==> config.mk <==
export PLATFORM = sky130hd
export DESIGN_NAME = audio_sample_reader
export DESIGN_NICKNAME = d
export VERILOG_FILES = /design/src/rtl/audio_sample_reader.sv
export SDC_FILE = /design/constraint.sdc
export NUM_CORES = 1
export LEC_CHECK = 0
export ABC_AREA = 1
export CAP_MARGIN = 40
export CELL_PAD_IN_SITES_DETAIL_PLACEMENT = 1
export CELL_PAD_IN_SITES_GLOBAL_PLACEMENT = 2
export CORE_ASPECT_RATIO = 1.4
export CORE_MARGIN = 2
export CORE_UTILIZATION = 35
export DETAILED_ROUTE_END_ITERATION = 12
export PLACE_DENSITY = 0.82
export SLEW_MARGIN = 30
export SYNTH_ARGS = -nofsm -noshare
export SYNTH_HDL_FRONTEND = slang
export SYNTH_SLANG_ARGS = --single-unit
==> constraint.sdc <==
create_clock -name clock -period 2.2 [get_ports clock]
set_clock_uncertainty 0.05 [all_clocks]
set_input_delay 0.66 -clock clock [delete_from_list [all_inputs] [get_ports clock]]
set_output_delay 0.66 -clock clock [all_outputs]
set_load 0.03 [all_outputs]
==> src/rtl/audio_sample_reader.sv <==
// Paced audio sample reader: pops one FIFO entry per sample period, holds it as
// the current sample and renders it through a free-running PWM.
//
// state   | meaning
// IDLE    | waiting for the sample-period tick
// READ    | fifo_rd pulse active, FIFO presents data next cycle
// CAPTURE | FIFO data valid, latched into sample at the closing edge
module audio_sample_reader #(
  parameter int DBITS = 8,
  parameter int DIV   = 2267
) (
  input  logic             clock,
  input  logic             reset,
  input  logic             enable,
  input  logic             fifo_empty,
  input  logic [DBITS-1:0] fifo_dout,
  output logic             fifo_rd,
  input  logic             underrun_clr,
  output logic [DBITS-1:0] sample,
  output logic             sample_valid,
  output logic             underrun,
  output logic             pwm_out
);

  localparam logic [15:0]      DIV_M1   = 16'(DIV - 1);
  localparam logic [DBITS-1:0] MIDSCALE = {1'b1, {(DBITS-1){1'b0}}};

  typedef enum logic [1:0] {
    IDLE    = 2'd0,
    READ    = 2'd1,
    CAPTURE = 2'd2
  } state_t;

  state_t           state_q, state_d;
  logic [15:0]      tick_cnt_q, tick_cnt_d;
  logic [DBITS-1:0] pwm_cnt_q, pwm_cnt_d;
  logic [DBITS-1:0] sample_q, sample_d;
  logic             fifo_rd_q, fifo_rd_d;
  logic             sample_valid_q, sample_valid_d;
  logic             underrun_q, underrun_d;
  logic             pwm_out_q, pwm_out_d;
  logic             tick;

  assign tick = enable && (tick_cnt_q == DIV_M1);

  always_comb begin
    state_d        = state_q;
    tick_cnt_d     = tick_cnt_q;
    pwm_cnt_d      = pwm_cnt_q + 1'b1;
    sample_d       = sample_q;
    fifo_rd_d      = 1'b0;
    sample_valid_d = 1'b0;
    // a set in the same cycle as a clear wins below
    underrun_d     = underrun_q & ~underrun_clr;
    pwm_out_d      = (pwm_cnt_q < sample_q);

    if (!enable) begin
      tick_cnt_d = 16'd0;
    end else if (tick) begin
      tick_cnt_d = 16'd0;
    end else begin
      tick_cnt_d = tick_cnt_q + 16'd1;
    end

    case (state_q)
      IDLE: begin
        if (tick) begin
          if (fifo_empty) begin
            underrun_d     = 1'b1;
            sample_d       = MIDSCALE;
            sample_valid_d = 1'b1;
          end else begin
            state_d   = READ;
            fifo_rd_d = 1'b1;
          end
        end
      end
      READ: begin
        state_d = CAPTURE;
      end
      CAPTURE: begin
        sample_d       = fifo_dout;
        sample_valid_d = 1'b1;
        state_d        = IDLE;
      end
      default: begin
        state_d = IDLE;
      end
    endcase
  end

  always_ff @(posedge clock or posedge reset) begin
    if (reset) begin
      state_q        <= IDLE;
      tick_cnt_q     <= 16'd0;
      pwm_cnt_q      <= '0;
      sample_q       <= MIDSCALE;
      fifo_rd_q      <= 1'b0;
      sample_valid_q <= 1'b0;
      underrun_q     <= 1'b0;
      pwm_out_q      <= 1'b0;
    end else begin
      state_q        <= state_d;
      tick_cnt_q     <= tick_cnt_d;
      pwm_cnt_q      <= pwm_cnt_d;
      sample_q       <= sample_d;
      fifo_rd_q      <= fifo_rd_d;
      sample_valid_q <= sample_valid_d;
      underrun_q     <= underrun_d;
      pwm_out_q      <= pwm_out_d;
    end
  end

  assign fifo_rd      = fifo_rd_q;
  assign sample       = sample_q;
  assign sample_valid = sample_valid_q;
  assign underrun     = underrun_q;
  assign pwm_out      = pwm_out_q;

endmodule

==> summary.md <==
| Metric | Value |
|---|---|
| Number of port buffers | `24` |
| Initial Util | `36.2%` |
| Clock slew at reported path FFs | `about 80 ps` |
| Primary FF master, synth | `dfrtp_1` |
| Measured slew at the worst slew-check pin | `400 ps` |
| Post-CTS Hold Fix Bufs | `0` |
| Critical path type | `flop to primary output` |
| DRT antenna net count | `0` |
| Startpoint Class | `flop` |
| Warnings, synthesis | `0` |
| Fin cells | `348` |
| Total power draw | `1.54 mW` |
| Synthesized cell area | `1980 um2` |
| Outcome | `finished, final reports clean` |
| Setup-failing EPs final | `0` |
| Post-Synth Adder-Cell Area | `under 10%` |
| Setup TNS | `0 ps` |
| Count of unique library cells instantiated by Yosys | `21` |
| Max Fclk | `477 MHz` |
| Number of cell rows | `32` |
| Nets | `between 300 and 400` |
| Vias per Instance | `just under 5` |
| Dpl hpwl | `3.70 mm` |
| Clock root cell | `clkbuf_8` |
| Yosys reg bits | `38` |
| Setup Buffers After CTS | `0` |
| First-pass GRT wire length | `about 8.2 mm` |
| Largest net degree at the start of global routing | `39` |
| Simple-gate portion of the synthesized area | `between 30% and 40%` |
| Critical Path Max Stage Delay | `about 700 ps` |
| Num CTS Buffers | `5` |
| Cells after DPL | `340` |
| Mux share of post-synthesis cell area | `0%` |
| Top cell type's share of synthesized area | `46.7%` |
| Initial antenna violation count | `0` |
| Power density of the placed cells | `618 nW/um2` |
| Post-route cell area | `about 2500 um2` |
| Critical Path, Cell by Cell | `clkdlybuf4s50_1` |
| Placed cell area | `between 2000 and 2500 um2` |
| Synth area leaders | `dfrtp_1 47%, nand2_1 11%, inv_1 7.2%` |
| Unrepaired setup endpoints after global routing | `no` |
| CTS tree | `done` |
| Synth area leader | `dfrtp_1` |
| Nature of the critical path endpoint | `primary output` |
| Worst-path fanout max | `3` |
| Hold WC Path Type | `flop to flop` |
| Average size of a mapped cell | `between 8 and 9 um2` |
| Vias in the first global route | `~1800` |
| Die height | `between 90 and 100 um` |
| Min cycle time layout | `between 2000 and 2500 ps` |
| Worst skew pair latency | `~290 ps` |
| DRT iter0 DRCs | `54` |
| 1st-pass router iterations | `3` |
| Core area | `around 5500 um2` |
| Top-count cell post-synth | `nand2_1` |
| Worst slew margin | `roughly three quarters` |
| Hold Fails Final Rpt | `0` |
| VDD IR-drop max | `495 uV` |
| Buf/Inv on CP | `1` |
| Mapped Cells | `roughly 250` |
| DR vias | `approximately 1700` |
| CP top delay family | `buffers and inverters` |
| Sequential area share after synthesis | `~48%` |
| Slew Limit Fails | `0` |
| # diodes | `0` |
| Clock sinks | `38` |
| Xor/xnor cell area share of the yosys netlist | `under 10%` |
| Leakage | `roughly 1.2 nW` |
| DRC viols | `0` |
| Grt total ovfl | `0` |
| H-tree depth | `2` |
| I/O pin count | `25` |
| Gr usage total | `between 15 and 20%` |
| Final GP Congestion | `0.754` |
| Post-synthesis compound-gate area fraction | `~3.6%` |
| Share of layout cells above drive strength 1 | `under 10%` |
| Main combinational cell family by area after synthesis | `simple AND/OR/NAND/NOR gates` |
| Area grow syn2layout | `25.3%` |
| Clk buf depth | `2` |
| Req. time, crit path | `approximately 1500 ps` |
| Die Area | `~6300 um2` |
| Drt wl/cell | `roughly 14 um` |
| Final worst path period share | `between 90% and 100%` |
| Syn nets | `~270` |
| Synth top cells by count | `57 x nand2_1, 38 x inv_1, 37 x dfrtp_1` |
| Post_cts resized | `1` |
| MaxCap Viol Count | `0` |
| Final hold slack | `approximately 420 ps` |
| Number of flops mapped to enable cells by yosys | `0` |
| Crit-path slowest cell | `clkdlybuf4s50_1` |
| Filler instances | `673` |
| Die width | `~68 um` |
| Crit path DAT | `around 1400 ps` |
| WL final | `4.78 mm` |
| Synth async-reset ratio | `100%` |
-- registers in the layout, summed over array words and instances, names as in the netlist --
signal	flops
state_q	2
tick_cnt_q	16
sample_valid	1
underrun	1
fifo_rd	1
sample	8
pwm_cnt_q	8
pwm_out	1
-- logic make-up (layout without fill, tap and decap cells) --
logic type	count (synthesis)	in the layout
fa+ha+maj	10	10
simple gates	135	135
buf+inv	41	76
xor+xnor	8	8
compound gates	13	13
flops	38	38
-- area by class of cell --
cell class	instances	area (um2)	area share, %
clock buffer	6	82.6	3.32
multi-input combinational	166	878	35.3
tap	68	85.1	3.42
sequential	38	952	38.3
clock inverter	2	60.1	2.42
inverter	41	154	6.19
timing repair buffer	27	274	11.0
-- path summary, 6_finish.rpt --
| path | endpoint | from | slack, ps | cells after the start |
|---|---|---|---|---|
| min in group asynchronous | pwm_cnt_q[0] | reset | 660 | 3 |
| max in group asynchronous | sample[7] | reset | 1180 | 3 |
| setup / recovery | sample[5] | sample[5] | 110 | 1 |
| setup reg to reg | tick_cnt_q[2] | tick_cnt_q[0] | 650 | 11 |
| hold reg to reg | state_q[1] | state_q[1] | 420 | 1 |
| hold / removal | state_q[1] | state_q[1] | 420 | 1 |
-- per-layer routing --
layer | track usage (%) | share of wire [%] | vias up
met1 | 17.6 | 38 | 811
met4 | 7.82 | 2.3 | 0
li1 | - | - | 833
met3 | 3.49 | 3.2 | 9
met2 | 33.6 | 57 | 26
met5 | 0 | 0 | -
-- placed cells by master (no fill, tap or decap) --
cell	synthesis	layout
buf_4	0	2
o21ai_0	3	3
xnor2_1	1	1
dlygate4sd2_1	0	1
inv_1	38	38
ha_1	10	10
nor3_1	6	6
clkdlybuf4s50_1	0	23
inv_2	3	3
nand3_1	20	20
nand2_1	57	57
dfstp_2	1	1
nor2_4	4	4
bufinv_16	0	2
xor2_1	7	7
o21bai_1	2	2
nand4_1	5	5
nand2_2	4	4
a21oi_1	7	7
nor3b_1	1	1
or2_2	1	1
nand3_4	1	1
buf_12	0	1
nor2_1	36	36
clkbuf_8	0	6
o22ai_1	1	1
dfrtp_1	37	37
-- power breakdown --
group	total (mW)	internal (mW)	switching, mW
combinational	0.0793	0.0365	0.0428
clock	0.746	0.484	0.262
sequential	0.710	0.705	0.00553
total	1.54	1.23	0.310
-- stage by stage --
| step | worst slack (ps) | utilization, % |
|---|---|---|
| 3_5_place_dp | 135 | 42.7 |
| 2_1_floorplan | 631 | - |
| 5_1_grt | 52.0 | 45.3 |
| 4_1_cts | 70.6 | 45.3 |
| 3_3_place_gp | 171 | 42.7 |
| 6_report | 106 | 45.3 |
Power figures use the tool's default switching activity.
